**config.mk**
```make
export PLATFORM = sky130hd
export DESIGN_NAME = dac_frame_buffer
export DESIGN_NICKNAME = d
export VERILOG_FILES = /design/src/rtl/channel_strip_pkg.sv /design/src/rtl/sample_saturate.sv /design/src/rtl/dac_frame_buffer.sv
export SDC_FILE = /design/constraint.sdc
export NUM_CORES = 1
export LEC_CHECK = 0
export ABC_AREA = 0
export CORE_MARGIN = 3
export CORE_UTILIZATION = 46
export DETAILED_ROUTE_END_ITERATION = 7
export GPL_ROUTABILITY_DRIVEN = 0
export HOLD_SLACK_MARGIN = 0.02
export PLACE_DENSITY = 0.78
export SKIP_LAST_GASP = 1
export SLEW_MARGIN = 30
export SYNTH_ARGS = -nofsm -noshare
export SYNTH_HDL_FRONTEND = slang
export SYNTH_SLANG_ARGS = --single-unit
export TNS_END_PERCENT = 100
```
**constraint.sdc**
```tcl
create_clock -name clk_48 -period 3.3 [get_ports clk_48]
set_input_delay 0.825 -clock clk_48 [delete_from_list [all_inputs] [get_ports clk_48]]
set_output_delay 0.825 -clock clk_48 [all_outputs]
set_load 0.005 [all_outputs]
```
**src/rtl/channel_strip_pkg.sv**
```systemverilog
`default_nettype none
// ============================================================================
// Module  : channel_strip_pkg
// Brief   : Shared sample and stereo-frame types for the channel-strip chain.
// Revision: 1.0
// ============================================================================
package channel_strip_pkg;

  typedef logic signed [15:0] sample_t;

  typedef struct packed {
    sample_t l;
    sample_t r;
  } stereo_t;

  localparam sample_t SAMPLE_MAX = 16'sh7FFF;
  localparam sample_t SAMPLE_MIN = 16'sh8000;

endpackage
`default_nettype wire

```
**src/rtl/sample_saturate.sv**
```systemverilog
`default_nettype none
// ============================================================================
// Module  : sample_saturate
// Brief   : Combinational clamp of a wide signed sample to 16 bits, with clip flag.
// Revision: 1.0
// ============================================================================
module sample_saturate
  import channel_strip_pkg::*;
#(
  parameter int IN_WIDTH = 24
) (
  input  logic signed [IN_WIDTH-1:0] i_sample,
  output sample_t                    o_sample,
  output logic                       o_clip
);

  logic [IN_WIDTH-16:0] w_upper;
  logic                 w_in_range;

  // The value fits in 16 bits exactly when bits [IN_WIDTH-1:15] are all equal.
  assign w_upper    = i_sample[IN_WIDTH-1:15];
  assign w_in_range = (&w_upper) | ~(|w_upper);
  assign o_clip     = ~w_in_range;
  assign o_sample   = w_in_range ? sample_t'(i_sample[15:0])
                                 : (i_sample[IN_WIDTH-1] ? SAMPLE_MIN : SAMPLE_MAX);

endmodule
`default_nettype wire

```
**src/rtl/dac_frame_buffer.sv**
```systemverilog
`default_nettype none
// ============================================================================
// Module  : dac_frame_buffer
// Brief   : Saturating stereo FIFO that holds one frame per serializer request.
// Revision: 1.0
// ============================================================================
module dac_frame_buffer
  import channel_strip_pkg::*;
#(
  parameter int IN_WIDTH  = 24,
  parameter int DEPTH     = 4,
  parameter int CNT_WIDTH = 8
) (
  input  logic                        clk_48,
  input  logic                        reset,
  input  logic                        in_valid,
  output logic                        in_ready,
  input  logic signed [IN_WIDTH-1:0]  in_left,
  input  logic signed [IN_WIDTH-1:0]  in_right,
  input  logic                        frame_req,
  output logic signed [15:0]          left_out,
  output logic signed [15:0]          right_out,
  output logic [$clog2(DEPTH):0]      level,
  output logic                        underrun,
  output logic [CNT_WIDTH-1:0]        underrun_cnt,
  output logic                        clip_left,
  output logic                        clip_right,
  input  logic                        clear_flags
);

  localparam int c_PTR_W = $clog2(DEPTH);
  localparam int c_LVL_W = c_PTR_W + 1;

  stereo_t                r_mem [DEPTH];
  logic [c_PTR_W-1:0]     r_wr_ptr;
  logic [c_PTR_W-1:0]     r_rd_ptr;
  logic [c_LVL_W-1:0]     r_level;
  stereo_t                r_out;
  logic                   r_underrun;
  logic [CNT_WIDTH-1:0]   r_cnt;
  logic                   r_clip_l;
  logic                   r_clip_r;

  sample_t                w_sat_l;
  sample_t                w_sat_r;
  logic                   w_clip_l;
  logic                   w_clip_r;
  logic                   w_full;
  logic                   w_empty;
  logic                   w_push;
  logic                   w_pop;
  logic                   w_urun;
  logic                   w_clip_ev_l;
  logic                   w_clip_ev_r;

  sample_saturate #(.IN_WIDTH(IN_WIDTH)) u_sat_left (
    .i_sample (in_left),
    .o_sample (w_sat_l),
    .o_clip   (w_clip_l)
  );

  sample_saturate #(.IN_WIDTH(IN_WIDTH)) u_sat_right (
    .i_sample (in_right),
    .o_sample (w_sat_r),
    .o_clip   (w_clip_r)
  );

  assign w_full      = (r_level == c_LVL_W'(DEPTH));
  assign w_empty     = (r_level == '0);
  assign w_push      = in_valid & ~w_full;
  assign w_pop       = frame_req & ~w_empty;
  assign w_urun      = frame_req & w_empty;
  // Clipping only counts for samples that are actually accepted.
  assign w_clip_ev_l = w_push & w_clip_l;
  assign w_clip_ev_r = w_push & w_clip_r;

  // Storage is left unreset: the level counter alone defines which slots are valid.
  always_ff @(posedge clk_48) begin
    if (w_push) begin
      r_mem[r_wr_ptr] <= '{l: w_sat_l, r: w_sat_r};
    end
  end

  always_ff @(posedge clk_48) begin
    if (reset) begin
      r_wr_ptr <= '0;
      r_rd_ptr <= '0;
      r_level  <= '0;
      r_out    <= '0;
    end else begin
      if (w_push) begin
        r_wr_ptr <= r_wr_ptr + c_PTR_W'(1);
      end
      if (w_pop) begin
        r_out    <= r_mem[r_rd_ptr];
        r_rd_ptr <= r_rd_ptr + c_PTR_W'(1);
      end
      unique case ({w_push, w_pop})
        2'b10:   r_level <= r_level + c_LVL_W'(1);
        2'b01:   r_level <= r_level - c_LVL_W'(1);
        default: r_level <= r_level;
      endcase
    end
  end

  // A clear coinciding with a new event leaves that event recorded.
  always_ff @(posedge clk_48) begin
    if (reset) begin
      r_underrun <= 1'b0;
      r_cnt      <= '0;
      r_clip_l   <= 1'b0;
      r_clip_r   <= 1'b0;
    end else if (clear_flags) begin
      r_underrun <= w_urun;
      r_cnt      <= CNT_WIDTH'(w_urun);
      r_clip_l   <= w_clip_ev_l;
      r_clip_r   <= w_clip_ev_r;
    end else begin
      r_underrun <= r_underrun | w_urun;
      r_clip_l   <= r_clip_l | w_clip_ev_l;
      r_clip_r   <= r_clip_r | w_clip_ev_r;
      if (w_urun && (r_cnt != '1)) begin
        r_cnt <= r_cnt + CNT_WIDTH'(1);
      end
    end
  end

  assign in_ready     = ~w_full;
  assign left_out     = r_out.l;
  assign right_out    = r_out.r;
  assign level        = r_level;
  assign underrun     = r_underrun;
  assign underrun_cnt = r_cnt;
  assign clip_left    = r_clip_l;
  assign clip_right   = r_clip_r;

endmodule
`default_nettype wire

```
==> results of run 1 <==
cells by family (layout without fill, tap and decap cells):
kind of cell / after synthesis / in the layout / synth area share
compound gates: 85 / 85 / 0.07734
xor+xnor: 8 / 8 / 0.01010
fa+ha+maj: 7 / 7 / 0.01370
buf+inv: 35 / 152 / 0.01965
flops: 178 / 178 / 0.6980
mux: 33 / 33 / 0.1053
simple gates: 115 / 115 / 0.07590
worst min path at each step:
stage / endpoint / slack, ns / depth (start not counted)
floorplan: left_out[0] / 0.45 / 2
detailed placement: left_out[10] / 0.45 / 2
CTS: left_out[10] / 0.46 / 2
global route: left_out[10] / 0.47 / 2
finish: right_out[2] / 0.45 / 2
global placement: left_out[10] / 0.45 / 2
metrics by stage:
step | std cells | area (sq um) | hold slack [ns] | setup WS, ns | power (W)
finish | 762 | 8712 | 0.4537 | 0.5924 | 0.006194
global route | 762 | 8712 | 0.4735 | 0.4660 | 0.006491
CTS | 762 | 8712 | 0.4552 | 0.5836 | 0.006249
detailed placement | 730 | 8189 | 0.4468 | 0.3270 | 0.004467
global placement | 730 | 8189 | 0.4455 | 0.4806 | 0.004411
floorplan | 461 | 6940 | 0.4527 | 0.7036 | 0.003808
final cells by class:
cell class | count | area (sq um)
fill | 1119 | 5932
sequential | 178 | 4847
multi-input combinational | 248 | 1977
timing repair buffer | 111 | 1101
clock buffer | 28 | 496.7
tap | 184 | 230.2
inverter | 9 | 33.78
clock inverter | 4 | 26.28
flip-flops by register name, indices dropped and copies added (netlist names):
| register | flops |
|---|---|
| underrun_cnt | 8 |
| r_rd_ptr | 2 |
| r_mem | 128 |
| clip_left | 1 |
| r_wr_ptr | 2 |
| right_out | 16 |
| clip_right | 1 |
| left_out | 16 |
| level | 3 |
| underrun | 1 |
worst max-delay path: stages, from the launching register on:
cell	delay, ns
sky130_fd_sc_hd__dfxtp_1	0.51
sky130_fd_sc_hd__or3b_1	0.46
sky130_fd_sc_hd__clkdlybuf4s50_1	0.49
routing by layer:
metal / wire length [microns] / GRT usage / vias to the layer above / share of wire
met2: 7739 / 0.3110 / 152 / 0.53
met1: 5851 / 0.2246 / 2156 / 0.40
met5: 0 / 0 / - / 0
met4: 220 / 0.08091 / 0 / 0.015
met3: 914 / 0.04940 / 16 / 0.062
li1: - / - / 1951 / -
cell usage in the layout (no fill, tap or decap), types with 3 or more instances in the layout:
cell type | netlist | layout
sky130_fd_sc_hd__dfxtp_1 | 50 | 48
sky130_fd_sc_hd__clkdlybuf4s50_1 | 0 | 98
sky130_fd_sc_hd__nor2_1 | 13 | 13
sky130_fd_sc_hd__and3_2 | 0 | 4
sky130_fd_sc_hd__nand2_1 | 71 | 71
sky130_fd_sc_hd__a21o_1 | 30 | 30
sky130_fd_sc_hd__ha_1 | 6 | 6
sky130_fd_sc_hd__clkbuf_16 | 0 | 17
sky130_fd_sc_hd__clkbuf_1 | 22 | 8
sky130_fd_sc_hd__buf_4 | 0 | 10
sky130_fd_sc_hd__nor4_1 | 4 | 4
sky130_fd_sc_hd__nand3_1 | 3 | 3
sky130_fd_sc_hd__xnor2_1 | 3 | 3
sky130_fd_sc_hd__xor2_1 | 5 | 5
sky130_fd_sc_hd__edfxtp_1 | 128 | 128
sky130_fd_sc_hd__nand4_1 | 7 | 7
sky130_fd_sc_hd__mux4_2 | 32 | 32
sky130_fd_sc_hd__clkbuf_8 | 0 | 3
sky130_fd_sc_hd__o21ai_0 | 5 | 5
sky130_fd_sc_hd__a21oi_1 | 41 | 40
sky130_fd_sc_hd__inv_1 | 8 | 8
power by group:
| group | internal, W | leakage, nW | switching (W) | total, W |
|---|---|---|---|---|
| logic | 0.000781 | 1.12 | 0.000686 | 0.00147 |
| clock network | 0.00102 | 0.253 | 0.000760 | 0.00178 |
| registers | 0.00272 | 1.57 | 0.000221 | 0.00294 |
==> results.txt, run 1 <==
sky130_fd_sc_hd__edfxtp_1 is the most common cell in the netlist. Of the post-synthesis cell area, the dominant cell type holds 0.5538. The startpoint identified for the worst hold timing path is right_out[2]. The critical path endpoint is in_ready. In the synthesized netlist the dominant register cell turns out to be sky130_fd_sc_hd__edfxtp_1. The buffer depth of the longest clock path is 2. The reg-to-reg endpoint is level[2]. STA classifies the critical path startpoint as a register. The number of hold violations in the final report is 0. The setup check on the worst reg-to-reg path leaves a slack of 0.61 ns. The count of buffers from port buffering is 99. The HPWL after detailed placement is 8990 microns. For the pin with the worst max-slew slack, the measured transition is 0.9568 ns. Setup repair after global routing left no endpoint under its margin. The clock latency at the later pin of the worst-skew pair is 0.42 ns. The worst setup path startpoint is level[2].

The die covers 16600 sq um. The number of remaining DRC errors came out at 0. A synthesized cell averages 15.06 sq um.

The synthesized instance count came out at 461. After the first detailed-routing iteration, the DRC count stood at 265. The worst-case clock skew came out at 0.007458 ns.

Hold repair after CTS inserted 0 buffers. The CTS root buffer is sky130_fd_sc_hd__clkbuf_16. The final-layout setup total negative slack is 0 ns.

By area the synthesized netlist is led by sky130_fd_sc_hd__edfxtp_1 55%, sky130_fd_sc_hd__dfxtp_1 14%, sky130_fd_sc_hd__mux4_2 10%. The total overflow left after global routing is 0. Counting every sink on the clock net gives 178. The async set-reset flop share out of synthesis came out at 0.

0 antenna diodes ended up in the layout. The final max-slew violation count came out at 0. The remaining number of nets flagged by the antenna check after routing came out at 0.

The summed instance area of the synthesized netlist is 6940 sq um. The synthesized flop and latch total is 178. The run finished with clean final reports. The number of H-tree levels came out at 4. The highest net fanout along the worst path is 6.

The minimum clock period after layout is 2.708 ns. Yosys mapped a number of flops with a built-in enable equal to 128. From synthesis to final layout, the design area changed by 25.53%. The placeable core area is 14640 sq um. The clock-pin slew reported for the worst setup and hold paths after clock tree synthesis came out at 0.06 ns.

The final wirelength is 14730 microns. Power spread over the standard cell area amounts to 710.9 nW/um^2. TritonCTS built the clock tree. From left edge to right edge, the die measures 128.8 microns. The number of global-route vias before repair is 4390.

The post-CTS setup repair buffer count is 0. The worst reg2reg path startpoint is level[2]. Across the run, the number of max-cap violations was 0. The initial core utilization came out at 0.4739. For this run, the total global-route usage over all layers was measured as 0.1846.

For the worst setup path, the data arrival time is 1.88 ns. The tightest min-delay check is of the reg2reg type. Counting instances in the post-synthesis netlist gives the leading cell types as 128 x sky130_fd_sc_hd__edfxtp_1, 71 x sky130_fd_sc_hd__nand2_1, 50 x sky130_fd_sc_hd__dfxtp_1, 41 x sky130_fd_sc_hd__a21oi_1, 32 x sky130_fd_sc_hd__mux4_2. The routed wire length per instance is 19.32 microns. Of the synthesized area, sequential elements account for 0.6980. The worst setup path is of the reg2out kind. The pin count of the biggest net entering global routing is 45.

The length of the first detailed-routing pass in iterations came out at 4. The count of synthesis-stage warnings from yosys came out at 0. In this run, post-CTS repair resized a total of 0 instances. The initial antenna violation count came out at 0.

The wire length of the first global-routing pass came out at 22800 microns. Timing would allow up to 0.3693 GHz. The number of primary I/O pins came out at 100. Buffers inserted during clock tree synthesis total 17. Yosys mapped the design onto 36 distinct sky130hd cell types. The worst setup path is captured at an output pin. The number of vias per cell after detailed routing is 5.610. The count of final setup violators came out at 0.

The depth of the worst register-to-register path is 9. The fraction of layout instances using a drive strength above 1 came out at 0.1384. Headroom to the max-slew limit came out at 0.3621.

The worst-case IR drop observed on VDD is 0.0004242 V. Of the available clock period, the critical path in the final layout requires 0.8205. The die is 128.8 microns tall. In this run the static leakage power is 2.937 nW. The row count is 44. The fraction of the core area covered by cells at the end of the flow is 0.5949. The number of nets in the finished design came out at 625. The top cell type by total area after synthesis is sky130_fd_sc_hd__edfxtp_1. The data required time of the critical path is 2.47 ns. For this block, the via count after detailed routing is 4275. The net count after synthesis came out at 521.
No activity file was read; power rests on OpenSTA's default activity.
==> inputs of run 2 (changes only) <==
--- a/config.mk
+++ b/config.mk
@@ -11,7 +11,7 @@
 export DETAILED_ROUTE_END_ITERATION = 7
 export GPL_ROUTABILITY_DRIVEN = 0
 export HOLD_SLACK_MARGIN = 0.02
-export PLACE_DENSITY = 0.78
+export PLACE_DENSITY = 0.81
 export SKIP_LAST_GASP = 1
 export SLEW_MARGIN = 30
 export SYNTH_ARGS = -nofsm -noshare
==> constraint.sdc (replaced) <==
create_clock -name clk_48 -period 2.2 [get_ports clk_48]
set_input_delay 0.55 -clock clk_48 [delete_from_list [all_inputs] [get_ports clk_48]]
set_output_delay 0.55 -clock clk_48 [all_outputs]
set_load 0.005 [all_outputs]
==> run 2 against run 1 <==
  * Clock power is 65% higher
  * Register-to-register slack worse by 0.57 ns
  * Clock skew is 0.0042 ns higher
  * Non-clock buffer count is 11 higher
  * Sequential share of layout area is 1.2 points lower
  * Critical endpoint is now level[2]
  * Largest cell class unchanged
==> results.txt, run 2 (same netlist as run 1, synthesis figures left out) <==
The flow ran to the end, and the final reports show no timing, DRC or antenna violations. The die span in x came out at 128.8 microns. The cell sitting at the root of the clock tree is a sky130_fd_sc_hd__clkbuf_16. The overall global routing resource usage is 0.1838.

Summed over all nets, the half-perimeter wirelength after detailed placement is 9112 microns. The total area inside the core boundary comes to 14640 sq um. The number of hold violations in the final report came out at 0. The data required time of the critical path came out at 2.55 ns. The share of total power dissipated in sequential elements is 0.442. The tightest hold path in the finished design has a slack of 0.4540 ns. After global routing the overflow that remains totals 0. The first global-routing pass estimated 22960 microns of wire. In the finished design, the share of the clock period the worst path needs comes to 0.9813. The buffer depth of the longest clock path came out at 2.

The area enclosed by the die boundary came out at 16600 sq um. After routing the design area is 8922 sq um. After detailed routing, the wire length on met1 is 6019 microns.

The switching component of the power is 0.002603 W. CTS built an H-tree with a depth of 4. The highest metal layer carrying signal wires in the routed design is met4. The count of maximum capacitance violations came out at 0. The final wirelength is 14360 microns.

The minimum clock period after layout came out at 2.159 ns. The count of nets left with antenna violations once routing finished came out at 0. The highest net fanout along the worst path is 2. The detailed router's first-iteration violation count came out at 230. Among all stages on the critical path, the largest delay is contributed by sky130_fd_sc_hd__or3b_4.

The row count came out at 44. The switching fraction of total power came out at 0.2694. The total chip power is 0.009663 W. Setup repair after global routing could not meet its margin everywhere. The endpoint kind of the worst setup timing path is a register. The number of primary I/O pins is 100. For this configuration, the core starts out at a cell density of 0.4739. The placement-stage cell area came out at 8351 sq um. The clock share of power is 0.303. The total of hold buffers inserted after clock tree synthesis is 0. On the worst path, the slowest cell contributes a delay of 0.37 ns.

Counting flops per register, the top entry is r_mem. TritonCTS built the clock tree. The final max-slew violation count came to 0.

The worst setup path is launched from a register. The number of global-route vias before repair is 4369. The number of CTS-inserted buffers is 17. Leaving out fill and tap cells, the most frequent cell in the layout is sky130_fd_sc_hd__edfxtp_1. The number of flip-flops under the largest register name came out at 128. Buffers placed on the I/O ports in this run total 99. The fraction of layout instances using a drive strength above 1 came out at 0.1766. The length of the first detailed-routing pass in iterations came out at 4. The area growth from synthesis to layout is 28.56%.

The relative slew slack came out at 0.3773. The maximum vdd drop came out at 0.0006438 V. The reg-to-reg setup timing slack came out at 0.04 ns. The number of vias per cell after detailed routing is 5.587.

At the pin with the least slew margin, the transition time is 0.9340 ns. The count of final setup violators is 0. The CTS sink count came out at 178. In this run the vertical extent of the chip is 128.8 microns. Walking the worst path, the cells encountered are or3b_4 > and2_4 > inv_2 > ha_2 > inv_1 > fa_2 > xor2_1 > or3_1 > a21oi_2.

The vias after detailed routing is 4319. The initial antenna violation count came to 0. For this design the static power due to leakage is 3.037 nW.

The routed design uses 7291 microns of met2 wire. Dividing the detail-routed wire length by the instance count gives 18.58 microns. The worst setup path is of the reg2reg kind. The antenna diode instance count is 0.

In the detailed route, the total length drawn on met3 is 773 microns. Of the total power, combinational logic draws 0.255. The clock latency at the later pin of the worst-skew pair came out at 0.42 ns. The internal power summed over all cells came out at 0.007059 W. In the layout the commonest cells are 128 x sky130_fd_sc_hd__edfxtp_1, 97 x sky130_fd_sc_hd__clkdlybuf4s50_1, 71 x sky130_fd_sc_hd__nand2_1, 45 x sky130_fd_sc_hd__dfxtp_1, 39 x sky130_fd_sc_hd__a21oi_1. The path class of the tightest hold or removal check is reg2reg. Entering global routing, the biggest net connects 35 pins. The number of nets in the finished design came out at 636. In the routed design, unresolved DRC markers number 0.

For this run, the share of the core covered by cells in the final layout is 0.6093. The fmax came out at 0.4632 GHz. The clock-pin slew reported for the worst setup and hold paths after clock tree synthesis came out at 0.06 ns. Power spread over the standard cell area amounts to 1083 nW/um^2. The worst-case clock skew came out at 0.01162 ns. At the worst endpoint, the arrival time is 2.51 ns.
==> run 2: final timing paths <==
kind	start	endpoint	depth (start not counted)
worst max register to register	level[2]	level[2]	9
worst max-delay path	level[2]	level[2]	9
worst min register to register	left_out[11]	left_out[11]	2
worst min-delay path	left_out[11]	left_out[11]	2
==> run 2: layout make-up <==
class	count	area, sq um
Timing Repair Buffer	122	1245
Clock buffer	20	436.7
Inverter	9	33.78
Multi-Input combinational cell	248	1991
Clock inverter	12	132.6
Sequential cell	178	4853
Fill cell	1077	5722
Tap cell	184	230.2
==> run 2: power groups by stage <==
stage	clock network, W	logic (W)	registers [W]
finish	0.00293	0.00246	0.00427
global route	0.00312	0.00270	0.00432
CTS	0.00297	0.00250	0.00428
detailed placement	0	0.00250	0.00435
global placement	0	0.00243	0.00432
floorplan	0	0.00139	0.00435
==> run 2: stage by stage <==
stage / worst slack (ns) / instances / setup TNS, ns
final: 0.04124 / 773 / 0
after detailed placement: -0.3080 / 741 / -1.933
after floorplan: 0.009533 / 461 / 0
after global placement: -0.2389 / 741 / -0.3495
after CTS: 0.02342 / 773 / 0
after global routing: -0.03178 / 773 / -0.03178
==> run 2: metal layers <==
metal | vias to the layer above | global-route usage
met5 | - | 0
met1 | 2178 | 0.2282
li1 | 1973 | -
met2 | 147 | 0.3091
met3 | 21 | 0.04732
met4 | 0 | 0.07412
==> run 2: repair_timing <==
item / 4_1_cts / 5_1_grt
endpoints found under the setup margin: 1 / 1
resized for setup: 1 / 1
endpoints found under the hold margin: 0 / 0
buffers inserted: 0 / 0
==> run 2: critical path: cells and delay by family (launching register included) <==
family / cells / cell delay (ns)
AOI/OAI and AO/OA: 1 / 0.14
xor gates and xnor gates: 1 / 0.16
adders and majority gates: 2 / 0.50
buffers and inverters: 2 / 0.10
DFF: 1 / 0.34
and+or+nand+nor: 3 / 0.85
==> inputs of run 3 (changes only) <==
--- a/config.mk
+++ b/config.mk
@@ -6,6 +6,7 @@
 export NUM_CORES = 1
 export LEC_CHECK = 0
 export ABC_AREA = 0
+export CORE_ASPECT_RATIO = 2
 export CORE_MARGIN = 3
 export CORE_UTILIZATION = 46
 export DETAILED_ROUTE_END_ITERATION = 7
==> run 3 against run 2 <==
  * Routed wire length rose by 5.3%
  * Critical path type unchanged
  * Clock skew fell by 0.0028 ns
  * First-iteration DRC count rose by 33%
  * Final area rose by 0.52%
  * Maximum frequency fell by 1.6%
==> results.txt, run 3 (same netlist as run 1, synthesis figures left out) <==
The pin count of the biggest net entering global routing is 35. In this run the static leakage power is 3.072 nW. For this run, the number of standard cells in the final layout without fillers is 782. The worst hold path cell count came out at 2. The number of nets in the finished design came out at 637. The row count is 62. The ratio of final minimum period to clock period is 0.9975.

The number of vias per cell after detailed routing came out at 5.598. The die span in x came out at 92.86 microns. The final route contains 4378 vias. After routing the design area is 8969 sq um.

The setup slack at placement is -0.3146 ns. The number of logic stages on the critical path including buffering is 9. Ranked by flip-flop count, first place goes to r_mem. The fraction of layout instances using a drive strength above 1 came out at 0.1797. The class of the worst hold path is reg2reg.

Setup repair after global routing could not meet its margin everywhere. The detailed router's first-iteration violation count came out at 307. The number of hold violations in the final report is 0.

The critical path goes through or3b_4 > and2_4 > inv_2 > ha_2 > inv_1 > fa_2 > xor2_1 > or3_1 > a21oi_2. The H-tree was split into 4 levels. The critical path buffer and inverter count came out at 2. In this run the clock root is driven by a sky130_fd_sc_hd__clkbuf_16. Leaving out fill and tap cells, the most frequent cells in the layout are 128 x sky130_fd_sc_hd__edfxtp_1, 97 x sky130_fd_sc_hd__clkdlybuf4s50_1, 71 x sky130_fd_sc_hd__nand2_1, 45 x sky130_fd_sc_hd__dfxtp_1, 40 x sky130_fd_sc_hd__a21oi_1. The final max-slew violation count was 0. The worst setup path is captured at a register. The initial core utilization is 0.4759. Measured along the y axis, the die boundary spans 179.7 microns. The total power divided by cell area is 1092 nW/um^2.

The length of the first detailed-routing pass in iterations is 4. The depth of the worst register-to-register path came out at 9. The aggregate global routing overflow came out at 0. Port buffering added 99 buffers. From synthesis to final layout, the design area changed by 29.22%. The cell type group with the largest total delay on the critical path is simple AND/OR/NAND/NOR gates.

The first global-routing pass estimated 24060 microns of wire. The critical path startpoint category is a register. The number of placed instances, taps included is 750. The minimum setup slack in the final design came out at 0.005475 ns. The routed design could run at a clock period as short as 2.195 ns. Along the worst path, the maximum fanout reaches 2.

Buffers inserted during clock tree synthesis total 17. The overall global routing resource usage came out at 0.1892. The remaining number of nets flagged by the antenna check after routing came out at 0.

Summing all flip-flop and latch instances after layout gives 4853 sq um. Static timing analysis puts the maximum clock frequency at 0.4557 GHz. For this run, design rule violations remaining after detail routing come to 0. The longest individual stage delay on the worst path came out at 0.38 ns. The data required time of the critical path is 2.55 ns. The category of the critical setup timing path is reg2reg. The run finished with clean final reports. The count of maximum capacitance violations came out at 0. The arrival time reported for the critical path endpoint came out at 2.55 ns. The floorplan step defined a die boundary enclosing 16690 sq um.

The number of primary I/O pins came out at 100. The slowest stage of the critical path belongs to the cell sky130_fd_sc_hd__or3b_4. The CTS sink count came out at 178. The count of final setup violators is 0. The placement-stage cell area is 8352 sq um. The CTS tree is built. The routed design has 15120 microns of wire. The total of hold buffers inserted after clock tree synthesis is 0. The multi-input logic area is 1987 sq um. The initial antenna violation count is 0.

Across the VDD grid, the largest voltage drop is 0.0005679 V. The post-detailed-placement half-perimeter wirelength came out at 9708 microns. The placeable core area is 14580 sq um.

The total chip power is 0.009795 W. The clock latency at the later pin of the worst-skew pair is 0.42 ns. The number of filler instances in the final layout came out at 1108. After clock tree synthesis, the clock-pin slew on the worst setup and hold paths is 0.06 ns. The repair_antennas step left the layout with diodes totalling 0. Between clock sinks in the finished design, the worst skew comes to 0.008869 ns. The buffer depth of the longest clock path came out at 2. The relative slew slack is 0.7050. The number of global-route vias before repair came out at 4695. The number of flip-flops under the largest register name came out at 128. The pin slew with the least headroom to its limit came out at 0.4425 ns. The library cell used most frequently in the layout, excluding fill and tap cells, is sky130_fd_sc_hd__edfxtp_1. Once layout is complete, the utilization of the core stands at 0.6150. The routed wire length per instance is 19.34 microns.
[run 3: worst reg2reg max path, cell delays in order, from the launching register on]
cell and delay (ns):
sky130_fd_sc_hd__dfxtp_4 0.34, sky130_fd_sc_hd__or3b_4 0.38, sky130_fd_sc_hd__and2_4 0.16, sky130_fd_sc_hd__inv_2 0.06
sky130_fd_sc_hd__ha_2 0.17, sky130_fd_sc_hd__inv_1 0.06, sky130_fd_sc_hd__fa_2 0.35, sky130_fd_sc_hd__xor2_1 0.16
sky130_fd_sc_hd__or3_1 0.33, sky130_fd_sc_hd__a21oi_2 0.13
[run 3: through the flow]
step / hold WS (ns) / TNS [ns]
2_1_floorplan: 0.4527 / 0
3_3_place_gp: 0.4453 / -0.2705
3_5_place_dp: 0.4508 / -0.4561
4_1_cts: 0.4598 / 0
5_1_grt: 0.4799 / -0.07284
6_report: 0.4557 / 0
[run 3: cell type report]
class                      count  share of cell area
tap                          192             0.02679
timing repair buffer         123              0.1383
clock buffer                  25             0.06124
sequential                   178              0.5412
multi-input combinational    248              0.2215
inverter                       9            0.003767
clock inverter                 7            0.007254
[run 3: path summary, 6_finish.rpt]
| kind | end | startpoint | slack, ns |
|---|---|---|---|
| worst max-delay path | level[2] | level[2] | 0.005 |
| worst min-delay path | right_out[14] | right_out[14] | 0.46 |
| worst max register to register | level[2] | level[2] | 0.005 |
| worst min register to register | right_out[14] | right_out[14] | 0.46 |
[run 3: metal layers]
layer  routed length, microns  global-route usage  vias to the layer above
met5                        0                   0                        -
met4                      387             0.08514                        0
met3                      900             0.03891                       30
met2                     8277              0.3386                      174
met1                     5559              0.2125                     2202
li1                         -                   -                     1972
[run 3: power breakdown]
group	leakage [nW]	switching, W	internal, W
registers	1.57	0.000196	0.00409
clock network	0.309	0.00118	0.00185
logic	1.19	0.00121	0.00127
[run 3: repair_timing]
item | 4_1_cts | 5_1_grt
gates cloned | 0 | 0
resized for setup | 1 | 1
endpoints found under the setup margin | 1 | 1
buffers inserted | 0 | 0
==> variant (flow settings as in run 2) <==
Put one more register stage on the output `underrun_cnt`, without a reset. The value now appears one clock later. The other outputs are not delayed to match.
--- a/src/rtl/dac_frame_buffer.sv
+++ b/src/rtl/dac_frame_buffer.sv
@@ -132,3 +132,5 @@
   assign underrun     = r_underrun;
-  assign underrun_cnt = r_cnt;
+  always_ff @(posedge clk_48) begin
+    underrun_cnt <= r_cnt;
+  end
   assign clip_left    = r_clip_l;
Check against the original RTL: not equivalent (a bounded check fails within 4 cycles, from zero or initial values and one cycle with reset high).
==> variant against run 2 <==
  * Area after synthesis grew 2.3%
  * Synthesized cell count up 1.7%
  * Sequential cell count is 8 higher
  * Setup slack improved by 0.030 ns
  * Non-clock buffer count up 1
  * Count of clock-buffer cells in the layout decreased by 3
  * Wire length is 5.6% higher
  * Die area is 2.2% higher
  * Total power rose by 1.7%
  * Design area increased by 1.7%
  * Clock skew fell by 0.0033 ns
  * Critical path type is now register to primary output
  * Highest routed layer unchanged
==> variant: results <==
metrics = {
    "global_routing": {
        "met3_usage": 0.0434,
        "grt_first_pass_wirelength_mm": 23.8,
        "grt_util_met1": 0.229,
        "total_routing_resource_utilization_after_global_routing": 0.187,
    },
    "min_path": {
        "timing.hold.worst_path_depth": 0,
        "launch_point_of_the_worst_hold_path": "r_cnt[1]",
        "whs_endpoint": "underrun_cnt[1]",
    },
    "yosys": {
        "syn_nets": 529,
        "top_cells_by_count_synth": "sky130_fd_sc_hd__edfxtp_1 (128), sky130_fd_sc_hd__nand2_1 (71), sky130_fd_sc_hd__dfxtp_1 (58), sky130_fd_sc_hd__a21oi_1 (41), sky130_fd_sc_hd__mux4_2 (32)",
        "average_size_of_a_mapped_cell_sq_um": 15.1,
        "seq_area_frac_synth": 0.705,
        "synth_area_leaders": "sky130_fd_sc_hd__edfxtp_1 (54%), sky130_fd_sc_hd__dfxtp_1 (16%), sky130_fd_sc_hd__mux4_2 (10%)",
    },
    "critical_path": {
        "worst_ep_arrival_time_ns": 1.58,
        "critPathMaxFanout": 5,
        "timing.critical_path.to": "in_ready",
        "worst-r2r-setup-slack_ns": 0.09,
        "timing.critical_path.max_delay_family": "buffers and inverters",
        "critical_path_class": "register to primary output",
    },
    "power": {
        "cellInternalPower_w": 0.00710,
        "irDropWorstVdd_uv": 637,
    },
    "cells_and_area": {
        "drive_gt1_frac": 0.179,
        "layout.nets": 645,
    },
    "routing": {
        "wl_per_cell_um": 19.4,
        "detail_route.wirelength.met1_mm": 6.13,
        "met2WireLength_mm": 7.86,
        "metal3_wl_um": 815,
        "drt-pass1-iter-count": 6,
    },
    "sta": {
        "timing.clock.skew_ns": 0.00831,
        "min_period_ns": 2.13,
        "worst_slew_pin_slew_ns": 0.621,
    },
    "placed_design": {
        "placed_cells_incl_taps": 750,
        "dpl.hpwl_mm": 9.54,
        "port_buffers": 99,
        "detailedPlace.worstSlack_ns": -0.284,
    },
    "run_status": {
        "status": "finished clean",
    },
    "floorplan": {
        "design.core.area_sq_um": 14800,
    },
}
-- variant: cell type report --
| cell class | instances | area [sq um] | share of cell area |
|---|---|---|---|
| clock buffers | 17 | 425 | 0.0469 |
| clock inverters | 15 | 143 | 0.0157 |
| inverters | 9 | 33.8 | 0.00372 |
| multi-input cells | 248 | 2000 | 0.220 |
| flip-flops and latches | 186 | 5010 | 0.553 |
| well taps | 184 | 230 | 0.0254 |
| repair buffers | 123 | 1230 | 0.135 |
-- variant: kinds of logic (layout without fill, tap and decap cells) --
group | count (synthesis) | in the layout | synth area share
xor+xnor | 8 | 8 | 0.00987
flops | 186 | 186 | 0.705
simple gates | 115 | 115 | 0.0742
buf+inv | 35 | 164 | 0.0192
fa+ha+maj | 7 | 7 | 0.0134
mux | 33 | 33 | 0.103
compound gates | 85 | 85 | 0.0756
-- variant: through the flow --
stage                     power [W]  area [sq um]
final                       0.00983          9070
after global routing         0.0103          9070
after CTS                   0.00989          9060
after detailed placement    0.00698          8490
after global placement      0.00690          8490
after floorplan             0.00590          7120
